===== config.mk =====
export PLATFORM = sky130hd
export DESIGN_NAME = mem_access_unit
export DESIGN_NICKNAME = d
export VERILOG_FILES = /design/src/rtl/mem_access_unit.sv
export SDC_FILE = /design/constraint.sdc
export NUM_CORES = 1
export LEC_CHECK = 0
export BUFFER_PORTS_ARGS = -buffer_cell sky130_fd_sc_hd__buf_2
export CAP_MARGIN = 20
export CORE_ASPECT_RATIO = 1.2
export CORE_UTILIZATION = 34
export DETAILED_ROUTE_END_ITERATION = 12
export PLACE_DENSITY = 0.68
export SYNTH_ARGS = -nofsm -noshare
export SYNTH_HDL_FRONTEND = slang
export SYNTH_SLANG_ARGS = --single-unit

===== constraint.sdc =====
create_clock -name clk -period 5.05 [get_ports clk]
set_clock_uncertainty 0.15 [all_clocks]
set_input_delay 0.505 -clock clk [delete_from_list [all_inputs] [get_ports clk]]
set_output_delay 0.505 -clock clk [all_outputs]
set_load 0.03 [all_outputs]

===== src/rtl/mem_access_unit.sv =====
// Load/store sequencer in front of the 16x16 synchronous data memory: expands LW/SW/LM/SM into per-word memory cycles and register-file transfers.
// Optional out-of-range suppression is compiled in with `define MAU_RANGE_CHECK_EN.
module mem_access_unit #(
   parameter int unsigned ADDR_W = 16,
   parameter int unsigned DATA_W = 16,
   parameter int unsigned NREGS  = 8,
   parameter int unsigned REG_AW = 3,
   parameter int unsigned MEM_AW = 4
) (
   input  logic              clk,
   input  logic              resetn,
   input  logic              start,
   input  logic [1:0]        op,
   input  logic [ADDR_W-1:0] base_addr,
   input  logic [DATA_W-1:0] store_data,
   input  logic [REG_AW-1:0] dest_reg,
   input  logic [NREGS-1:0]  reg_list,
   output logic              busy,
   output logic              done,
   output logic              err_oob,
   output logic [ADDR_W-1:0] mem_addr,
   output logic              mem_rwbar,
   output logic [DATA_W-1:0] mem_wdata,
   input  logic [DATA_W-1:0] mem_rdata,
   output logic [REG_AW-1:0] rf_raddr,
   input  logic [DATA_W-1:0] rf_rdata,
   output logic              rf_we,
   output logic [REG_AW-1:0] rf_waddr,
   output logic [DATA_W-1:0] rf_wdata
);

`ifdef MAU_RANGE_CHECK_EN
   localparam bit RANGE_CHECK = 1'b1;
`else
   localparam bit RANGE_CHECK = 1'b0;
`endif

   typedef enum logic [1:0] {S_IDLE, S_ACCESS, S_WB, S_DONE} state_t;

   state_t            state_q, state_d;
   logic [1:0]        op_q, op_d;
   logic [ADDR_W-1:0] addr_q, addr_d;
   logic [DATA_W-1:0] sdata_q, sdata_d;
   logic [REG_AW-1:0] dest_q, dest_d;
   logic [NREGS-1:0]  mask_q, mask_d, mask_clr_c;
   logic              oob_q_c, oob_d_c;
   logic              busy_d, done_d, err_d, rwbar_d, rf_we_d;
   logic [ADDR_W-1:0] mem_addr_d;
   logic [REG_AW-1:0] rf_raddr_d, rf_waddr_d;

   // Index of the lowest remaining register in the transfer mask.
   function automatic logic [REG_AW-1:0] low_idx(input logic [NREGS-1:0] m);
      low_idx = '0;
      for (int i = int'(NREGS) - 1; i >= 0; i--)
         if (m[i]) low_idx = REG_AW'(i);
   endfunction

   assign mask_clr_c = mask_q & (mask_q - NREGS'(1));
   assign oob_q_c    = RANGE_CHECK && ((addr_q >> MEM_AW) != '0);

   // Next-state, next-word bookkeeping and next registered outputs.
   always_comb begin
      state_d    = state_q;
      op_d       = op_q;
      addr_d     = addr_q;
      sdata_d    = sdata_q;
      dest_d     = dest_q;
      mask_d     = mask_q;
      err_d      = err_oob;
      busy_d     = 1'b0;
      done_d     = 1'b0;
      mem_addr_d = '0;
      rwbar_d    = 1'b1;
      rf_raddr_d = '0;
      rf_we_d    = 1'b0;
      rf_waddr_d = '0;
      oob_d_c    = 1'b0;

      case (state_q)
         S_IDLE: begin
            if (start) begin
               op_d    = op;
               addr_d  = base_addr;
               sdata_d = store_data;
               dest_d  = dest_reg;
               mask_d  = op[1] ? reg_list : NREGS'(1);
               err_d   = 1'b0;
               state_d = (op[1] && (reg_list == '0)) ? S_DONE : S_ACCESS;
            end
         end
         S_ACCESS: begin
            if (oob_q_c) begin
               err_d   = 1'b1;
               state_d = S_DONE;
            end else if (!op_q[0]) begin
               state_d = S_WB;
            end else begin
               mask_d  = mask_clr_c;
               addr_d  = addr_q + ADDR_W'(1);
               state_d = (mask_clr_c == '0) ? S_DONE : S_ACCESS;
            end
         end
         S_WB: begin
            mask_d  = mask_clr_c;
            addr_d  = addr_q + ADDR_W'(1);
            state_d = (mask_clr_c == '0) ? S_DONE : S_ACCESS;
         end
         S_DONE:  state_d = S_IDLE;
         default: state_d = S_IDLE;
      endcase

      // Outputs are decoded from the upcoming state so they sit in flops.
      busy_d  = (state_d != S_IDLE);
      done_d  = (state_d == S_DONE);
      oob_d_c = RANGE_CHECK && ((addr_d >> MEM_AW) != '0);
      if (state_d == S_ACCESS) begin
         mem_addr_d = addr_d;
         rwbar_d    = !(op_d[0] && !oob_d_c);
         if (op_d == 2'b11) rf_raddr_d = low_idx(mask_d);
      end
      if (state_d == S_WB) begin
         rf_we_d    = 1'b1;
         rf_waddr_d = op_d[1] ? low_idx(mask_d) : dest_d;
      end
   end

   always_ff @(posedge clk or negedge resetn) begin
      if (!resetn) begin
         state_q   <= S_IDLE;
         op_q      <= '0;
         addr_q    <= '0;
         sdata_q   <= '0;
         dest_q    <= '0;
         mask_q    <= '0;
         busy      <= 1'b0;
         done      <= 1'b0;
         err_oob   <= 1'b0;
         mem_addr  <= '0;
         mem_rwbar <= 1'b1;
         rf_raddr  <= '0;
         rf_we     <= 1'b0;
         rf_waddr  <= '0;
      end else begin
         state_q   <= state_d;
         op_q      <= op_d;
         addr_q    <= addr_d;
         sdata_q   <= sdata_d;
         dest_q    <= dest_d;
         mask_q    <= mask_d;
         busy      <= busy_d;
         done      <= done_d;
         err_oob   <= err_d;
         mem_addr  <= mem_addr_d;
         mem_rwbar <= rwbar_d;
         rf_raddr  <= rf_raddr_d;
         rf_we     <= rf_we_d;
         rf_waddr  <= rf_waddr_d;
      end
   end

   // Write data follows the register file combinationally for SM; read data is aligned to WB by the memory's own latency.
   assign mem_wdata = mem_rwbar ? '0 : (op_q[1] ? rf_rdata : sdata_q);
   assign rf_wdata  = rf_we ? mem_rdata : '0;

endmodule

# == Yosys cells after proc, flatten, opt, wreduce, memory -nomap -nowiden ==
# Cells that the tools add are included.
# totals
regBits,73
in_bits,80
wordCells,64
# op_classes
n_addsub,2
eq_ne,7
mux,34
bitwise_logic,1
n_reduce_logical,7
# ops
operator,count
$mux W16,6
$pmux W16 S3,1
$mux W3,14
$mux W8,3
$pmux W8 S3,1
$add A16 B1 Y16 const B,1
$logic_not A8 Y1,2
$mux W2,6
$eq A2 B2 Y1 const B,5
$and A8 B8 Y8,1
$pmux W2 S4,1
$sub A8 B1 Y8 const B,1
$eq A2 B1 Y1 const B,2
$logic_not A2 Y1,1
$mux W1,2
$reduce_and A2 Y1,1
$reduce_bool A2 Y1,1
$logic_and A1 B1 Y1,1
$logic_not A1 Y1,1

# == Logic depth before layout (Yosys ltp) ==
# Gate-level depths: netlist of run 1.
# depth
depth_word,14
mapped_depth,9
mapped_depth_nobuf,7

# == Least setup slack after synthesis of run 1 ==
# No wires, ideal clock.
# synth_timing
kind,reg2out
start,reg op_q[1]
end,out mem_wdata[10]
t_arrival_ps,1681
path_slack_ps,2714
path_stages_with_launch,5
path_buffers,2
path_cell_list,dfrtp_1 > clkbuf_1 > buf_1 > mux2i_1 > nor2_1
# synth_via
elab_chain_len,2
# synth_lines
item,line_no,rtl
"start, declared",41,"logic [1:0] op_q, op_d;"
"start signal, assigned",145,op_q <= op_d;
$mux W16 (2 in a row),162,assign mem_wdata = mem_rwbar ? '0 : (op_q[1] ? rf_rdata : sdata_q);
"end, declared",23,"output logic [DATA_W-1:0] mem_wdata,"
# No other way between the ends.

# == Worst setup path after layout of run 1 ==
# layout_timing
start,reg state_q[1]
end,reg rf_raddr[0]
# layout_via
elab_cells_between_ends,20
classes_between,eq/ne (5); mux (14); reduce/logical (1)
# layout_lines
item,line_no,rtl
"start, declared",40,"state_t state_q, state_d;"
"start signal, assigned",144,state_q <= state_d;
"$eq A2 B2 Y1, or another cell as far along",79,case (state_q)
$pmux W8 S3 *,79,
net mask_d[1],45,"logic [NREGS-1:0] mask_q, mask_d, mask_clr_c;"
$mux W3 * (2 in a row),55,if (m[i]) low_idx = REG_AW'(i);
$mux W3 *,119,if (op_d == 2'b11) rf_raddr_d = low_idx(mask_d);
$mux W3 *,116,if (state_d == S_ACCESS) begin
net rf_raddr_d[0],49,"logic [REG_AW-1:0] rf_raddr_d, rf_waddr_d;"
"end signal, assigned",155,rf_raddr <= rf_raddr_d;
"end, declared",25,"output logic [REG_AW-1:0] rf_raddr,"
# The timed path passes the listed nets; every way through them passes the cells marked *.
# A chain may end at the register's enable or synchronous reset.

==> results.md, run 1 <==
- CTS Buf Count: 9
- Post-DP HPWL: between 7000 and 8000 um
- Worst reg2reg path startpoint: state_q[1]
- Sequential-to-total area share from yosys stat: 49.3%
- Hold Crit Class: in -> reg
- Power density cells: 639 nW/um2
- Fin Setup TNS: 0 ns
- Die Ht: 116 um
- Io pins: approximately 140
- Async set or reset register ratio after synthesis: 100%
- First-pass iteration count of the detailed router: 5
- Worst-path clk slew: ~0.060 ns
- Slowest cell on the critical path: a21oi_1
- Filler Cell Count: 1040
- Placed Cells: ~650
- Leading cell types by count after synthesis: nand2_1, dfrtp_1, nor2_1
- Fmax: 342 MHz
- Minimum clock period: 2.92 ns
- H-tree levels: 3
- Hold path endpoint: sdata_q[13]
- Synthesized area: 3710 um2
- Post-CTS Resized: 0
- Fin crit share: approximately 58%
- Cell Chain, Critical Path: nor2b_1 > a21oi_1 > nor2_1 > o21ai_0 > o41ai_1 > nor3_1
- Largest area contributor in the netlist: dfrtp_1
- Comb pwr share: 46.0%
- Vias post-DR: 3469
- Worst r2r dst: rf_raddr[0]
- Mapped Nets: 487
- R2R Setup Slk: about 2.1 ns
- First-pass GRT wire length: 16100 um
- Die X: 97.3 um
- Via density: between 5 and 6
- CORE AREA: 10600 um2
- Worst Hold Launch: store_data[13]
- Layout cells sized above 1: 29.3%
- Actual slew at the worst max-slew pin: 1.05 ns
- RSZ-0062 raised after global routing: false
- Psw: 0.00137 W
- Critical Path Start Type: flip-flop
- Sequential share of power: 35.5%
- Initial antenna violation count: 0
- Post-Synthesis Cells: 406
- DRC Markers: 0
- Wire per inst: 14.6 um
- Largest net degree at the start of global routing: 67
- RD Place Congestion: 0.804
- Initial Util: 35.1%
- Vias in the first global route: 3354
- Clk Latency, worst-skew pair: 0.33 ns
- Most numerous cell in the Yosys netlist: nand2_1
- Max_slew headroom: 30.0%
- Post-synth EDFFs: 0
- Max-cap viol count: 0
- Total track usage: 17.9%
- Sink Count: 73
- Worst-case clock buffer depth: 2
- Buf/Inv on CP: 0
- Worst ir drop on vdd: 0.214 mV
- Top fanout value on the critical path: 21
- Internal: between 0.0015 and 0.002 W
- Largest stage delay on the critical path: 0.87 ns
- Ant. Diodes: 0
- TritonCTS clock tree: built
- PortBufs: 137
- P&R area growth vs syn: 28.1%
- Hold depth: 3
- Overflow after GRT: 0
- Die footprint: 11300 um2
- Post-layout nets: 618
- Critical Path RT: 5.13 ns
- Crit path max-delay family: compound AO/OA/AOI/OAI gates
- Critical Path AT: 3.01 ns
- Setup-failing EPs final: 0
- Clock root buffer master: clkbuf_16
- Worst r2r path cells: 6
- Slew Limit Fails: 0
- Ys flop type: dfrtp_1
- Clock power share: 18.5%
- WS Path Type: reg -> reg
- Top-area cell type share of the netlist area: roughly 50%
- Rows: 41
- Antenna-violating nets left: 0
- Hold Violations, Final: 0
- Switch share: 45.1%
- LEAKAGE: ~2.5 nW
- DRT Wirelength: a little under 10000 um
- Drt initial violations: 144
- Status: completed
- Power, Total: just over 0.003 W
- Finished Layout Cells: 671
- Top cells by area, synth: dfrtp_1, nand2_1, and2_1, mux2i_1, nor2_1
- Endpoint class of the critical path: flip-flop
- Synth Warn #: 0
- #FFs+latches synth: 73
- Avg Inst Size Synth: 9.13 um2
- Synth cell types: 59
-- placed cells by master, fill, tap and decap left out, types with 2 or more instances in the layout --
cell type   synthesis  routed
a21o_1              2       2
and3_1              4       4
nor4_1              4       4
buf_4               1       3
a22oi_1             2       2
o31ai_1             3       3
buf_2               5     137
or3_1               4       4
o21ai_0            17      17
a32oi_1             2       2
clkbuf_16           0       9
clkinvlp_4          0       2
a21oi_1            14      14
nand3_1             9       9
mux2i_1            19      19
or2_1               2       2
o311ai_0            2       2
a221o_1             9       9
o21a_1              2       2
inv_1               6       6
clkbuf_1           11       4
o21ai_1             2       2
nor2b_1             4       4
nor2_1             35      35
o221ai_1            2       2
nand2_1            83      83
a31oi_1             4       4
nand4_1             4       4
nor3_1              9       9
dfrtp_1            72      72
nand2b_1            3       3
o21bai_1            3       3
o211ai_1            4       4
and2_1             34      34
-- worst max-delay path by stage --
stage	startpoint	to	slack (ns)	cells after the start
4_1_cts	state_q[1]	rf_raddr[0]	2.18	6
3_3_place_gp	state_q[1]	rf_raddr[0]	2.38	6
6_report	state_q[1]	rf_raddr[0]	2.13	6
5_1_grt	state_q[1]	rf_raddr[0]	1.91	6
3_5_place_dp	state_q[1]	rf_raddr[0]	2.18	6
2_1_floorplan	op_q[1]	mem_wdata[10]	2.71	4
-- power by group through the flow --
stage	clock, W	combinational, W	sequential [W]
final	0.000561	0.00140	0.00108
after global routing	0.000609	0.00156	0.00112
after CTS	0.000578	0.00141	0.00108
after detailed placement	0	0.00140	0.00108
after global placement	0	0.00138	0.00108
after floorplan	0	0.000992	0.00110
-- cell families (layout without fill, tap and decap cells) --
| kind of cell | after synthesis | count (layout) | share of synthesized area (%) |
|---|---|---|---|
| DFF | 73 | 73 | 49.3 |
| adders and majority gates | 2 | 2 | 0.607 |
| muxes | 19 | 19 | 5.13 |
| other | 1 | 1 | 0.101 |
| xor gates and xnor gates | 1 | 1 | 0.236 |
| and+or+nand+nor | 198 | 198 | 25.1 |
| buffers and inverters | 29 | 165 | 3.41 |
| AOI/OAI and AO/OA | 83 | 83 | 16.1 |
-- routing by layer --
layer | up-vias | GRT usage (%) | wire, um
met2 | 155 | 29.7 | 4670
met4 | 0 | 6.96 | 159
met3 | 14 | 4.97 | 720
met5 | - | 0 | 0
li1 | 1687 | - | -
met1 | 1613 | 22.5 | 4270
-- layout make-up --
| type | count | area [um2] | share of cell area [%] |
|---|---|---|---|
| Clock inverter | 3 | 20.0 | 0.421 |
| Sequential cell | 73 | 1830 | 38.5 |
| Tap cell | 129 | 161 | 3.40 |
| Multi-Input combinational cell | 304 | 1750 | 36.9 |
| Inverter | 8 | 30.0 | 0.632 |
| Clock buffer | 13 | 240 | 5.06 |
| Timing Repair Buffer | 141 | 718 | 15.1 |
-- state kept, by name, summed over array words and instances, names as in the netlist, 3 cells and up --
signal    flops
rf_raddr      3
sdata_q      16
mask_q        8
addr_q       16
dest_q        3
rf_waddr      3
mem_addr     16
-- worst register-to-register path, stage by stage (launching register included) --
cell and delay (ns):
dfrtp_1 0.71, nor2b_1 0.20, a21oi_1 0.87, nor2_1 0.13, o21ai_0 0.39, o41ai_1 0.17
nor3_1 0.21
-- through the flow --
step	worst slack [ns]	util [%]	hold slack (ns)	cell area (um2)
2_1_floorplan	2.71	-	0.0594	3710
3_3_place_gp	2.38	42.4	0.200	4480
3_5_place_dp	2.18	42.4	0.201	4480
4_1_cts	2.18	45.0	0.204	4750
5_1_grt	1.91	45.0	0.219	4750
6_report	2.13	45.0	0.222	4750
-- repair_timing --
| action | CTS | global route |
|---|---|---|
| hold endpoints to repair | 7 | 0 |
| buffers inserted | 0 | 0 |
| hold buffers | 1 | 0 |
(Power assumes the default switching activity.)
==> run 2: changes to the inputs <==
--- a/config.mk
+++ b/config.mk
@@ -10,7 +10,7 @@
 export CORE_ASPECT_RATIO = 1.2
 export CORE_UTILIZATION = 34
 export DETAILED_ROUTE_END_ITERATION = 12
-export PLACE_DENSITY = 0.68
+export PLACE_DENSITY = 0.7
 export SYNTH_ARGS = -nofsm -noshare
 export SYNTH_HDL_FRONTEND = slang
 export SYNTH_SLANG_ARGS = --single-unit
==> constraint.sdc (replaced) <==
create_clock -name clk -period 2.6 [get_ports clk]
set_clock_uncertainty 0.15 [all_clocks]
set_input_delay 0.26 -clock clk [delete_from_list [all_inputs] [get_ports clk]]
set_output_delay 0.26 -clock clk [all_outputs]
set_load 0.03 [all_outputs]
==> results.md, run 2 (same netlist as run 1, synthesis figures left out) <==
- Most frequent cells in the layout: buf_2, nand2_1, dfrtp_1 (unchanged)
- Buf/Inv on CP: 0 (unchanged)
- Largest stage delay on the critical path: 0.60 ns (was 0.87 ns)
- Post-Layout Inst Area: 5060 um2 (was 4750 um2)
- Clk Latency, worst-skew pair: 0.33 ns (about the same)
- Most common library cell in the layout ignoring fill and taps: buf_2 (unchanged)
- WS Path Type: reg -> reg (unchanged)
- Antenna-violating nets left: 0 (unchanged)
- Power, Total: 0.00617 W (was 0.00304 W)
- Post-layout util: 47.9% (was 45.0%)
- Endpoint class of the critical path: flip-flop (unchanged)
- Total track usage: 19.2% (was 17.9%)
- Fin Setup TNS: 0 ns (unchanged)
- Worst r2r path cells: 5 (was 6)
- Finished Layout Cells: 701 (was 671)
- Actual slew at the worst max-slew pin: 0.577 ns (was 1.05 ns)
- Hold depth: 3 (unchanged)
- Vias in the first global route: 3501 (was 3354)
- Crit path max-delay family: compound AO/OA/AOI/OAI gates (unchanged)
- TritonCTS clock tree: built (unchanged)
- Placed Area: 4590 um2 (was 4480 um2)
- Sink Count: 73 (unchanged)
- Fin crit share: 94.3% (was 57.9%)
- Setup-failing EPs final: 0 (unchanged)
- Wire per inst: 15.2 um (was 14.6 um)
- Die footprint: 11300 um2 (unchanged)
- Critical Path Stages: 5 (was 6)
- Rows: 41 (unchanged)
- Vias post-DR: 3644 (was 3469)
- Layout cells sized above 1: 30.8% (was 29.3%)
- Via density: 5.20 (was 5.17)
- LEAKAGE: 2.63 nW (was 2.47 nW)
- DRC Markers: 0 (unchanged)
- Hold Crit Class: in -> reg (unchanged)
- Status: completed (unchanged)
- First-pass GRT wire length: 16800 um (was 16100 um)
- Slowest cell on the critical path: or4_4 (was a21oi_1)
- Initial Util: 35.1% (unchanged)
- PortBufs: 137 (unchanged)
- Initial antenna violation count: 0 (unchanged)
- RSZ-0062 raised after global routing: false (unchanged)
- Max_slew headroom: 61.4% (was 30.0%)
- RD Place Congestion: 0.853 (was 0.804)
- Post-DP HPWL: 8000 um (was 7290 um)
- Worst-path clk slew: 0.06 ns (about the same)
- Post-layout nets: 648 (was 618)
- Critical Path RT: 2.65 ns (was 5.13 ns)
- Top fanout value on the critical path: 7 (was 21)
- Largest net degree at the start of global routing: 35 (was 67)
- Die X: 97.3 um (unchanged)
- Ant. Diodes: 0 (unchanged)
- Largest regs: addr_q: 16 flops, mem_addr: 16 flops, sdata_q: 16 flops (unchanged)
- Slew Limit Fails: 0 (unchanged)
- Power density cells: 1220 nW/um2 (was 639 nW/um2)
- Drt initial violations: 130 (was 144)
- Minimum clock period: 2.45 ns (was 2.92 ns)
- Critical Path Start Type: flip-flop (unchanged)
- Setup Fix Bufs, Post-CTS: 0 (unchanged)
- Critical Path AT: 2.50 ns (was 3.01 ns)
- Worst-case clock buffer depth: 2 (unchanged)
- CTS Buf Count: 9 (unchanged)
- P&R area growth vs syn: 36.6% (was 28.1%)
- Max-cap viol count: 0 (unchanged)
- Clock root buffer master: clkbuf_16 (unchanged)
- H-tree levels: 3 (unchanged)
- Die Ht: 116 um (unchanged)
- CORE AREA: 10600 um2 (unchanged)
- First-pass iteration count of the detailed router: 4 (was 5)
- Cell Chain, Critical Path: or4_4 > o211a_1 > a221o_1 > o41ai_1 > o21ai_1 (was nor2b_1 > a21oi_1 > nor2_1 > o21ai_0 > o41ai_1 > nor3_1)
- Overflow after GRT: 0 (unchanged)
- Fmax: 408 MHz (was 342 MHz)
- Worst ir drop on vdd: 0.458 mV (was 0.214 mV)
- DRT Wirelength: 10600 um (was 9820 um)
- Hold Violations, Final: 0 (unchanged)
- Io pins: 139 (unchanged)
- Placed Cells: 667 (was 654)
## run 2: changes by cell type in the layout (fill, tap and decap cells not counted)
cell | previous run | this run
clkinv_4 | 0 | 1
buf_4 | 3 | 15
clkbuf_8 | 0 | 3
dlygate4sd3_1 | 1 | 18
buf_12 | 0 | 1
clkbuf_1 | 4 | 0
clkinv_2 | 1 | 2
clkinvlp_4 | 2 | 1
## run 2: path summary, 6_finish.rpt
| check | start | to | slack (ns) |
|---|---|---|---|
| max | mask_q[1] | rf_waddr[0] | 0.15 |
| min | base_addr[1] | addr_q[1] | 0.02 |
| max reg2reg | mask_q[1] | rf_waddr[0] | 0.15 |
| min reg2reg | sdata_q[1] | sdata_q[1] | 0.33 |
| max in group asynchronous | resetn | sdata_q[7] | 1.36 |
| min in group asynchronous | resetn | mask_q[4] | 0.31 |
## run 2: what timing repair did
action | in CTS | in global routing
endpoints found under the setup margin | 0 | 0
gates resized for setup | 0 | 0
endpoints found under the hold margin | 38 | 0
hold buffers | 18 | 0
## run 2: layout make-up
type,count,area [um2]
multi-input combinational,304,1750
timing repair buffer,171,998
fill,1023,5500
clock buffer,12,267
clock inverter,4,26.3
sequential,73,1830
tap,129,161
inverter,8,30.0
## run 2: power by group
group	switching [W]	internal (W)	leakage [nW]	total, W
combinational	0.00188	0.00113	1.55	0.00301
clock	0.000447	0.000721	0.145	0.00117
sequential	0.000388	0.00160	0.939	0.00199
## run 2: worst reg2reg max path: stages (launching register included)
cell and delay, ns:
dfrtp_1 0.43, or4_4 0.60, o211a_1 0.23, a221o_1 0.30, o41ai_1 0.48, o21ai_1 0.14
## run 2: per-stage QoR
stage | worst slack, ns | hold slack (ns)
CTS | 0.172 | 0.00377
finish | 0.149 | 0.0204
global route | 0.00972 | 0.0288
global placement | 0.232 | 0.130
detailed placement | 0.180 | 0.146
floorplan | 0.315 | -0.186
## run 2: metal layers
metal / GRT usage, % / up-vias / wire length [um]
met2: 33.6 / 175 / 5280
li1: - / 1742 / -
met3: 4.31 / 23 / 787
met1: 21.6 / 1704 / 4210
met5: 0 / - / 0
met4: 11.7 / 0 / 359
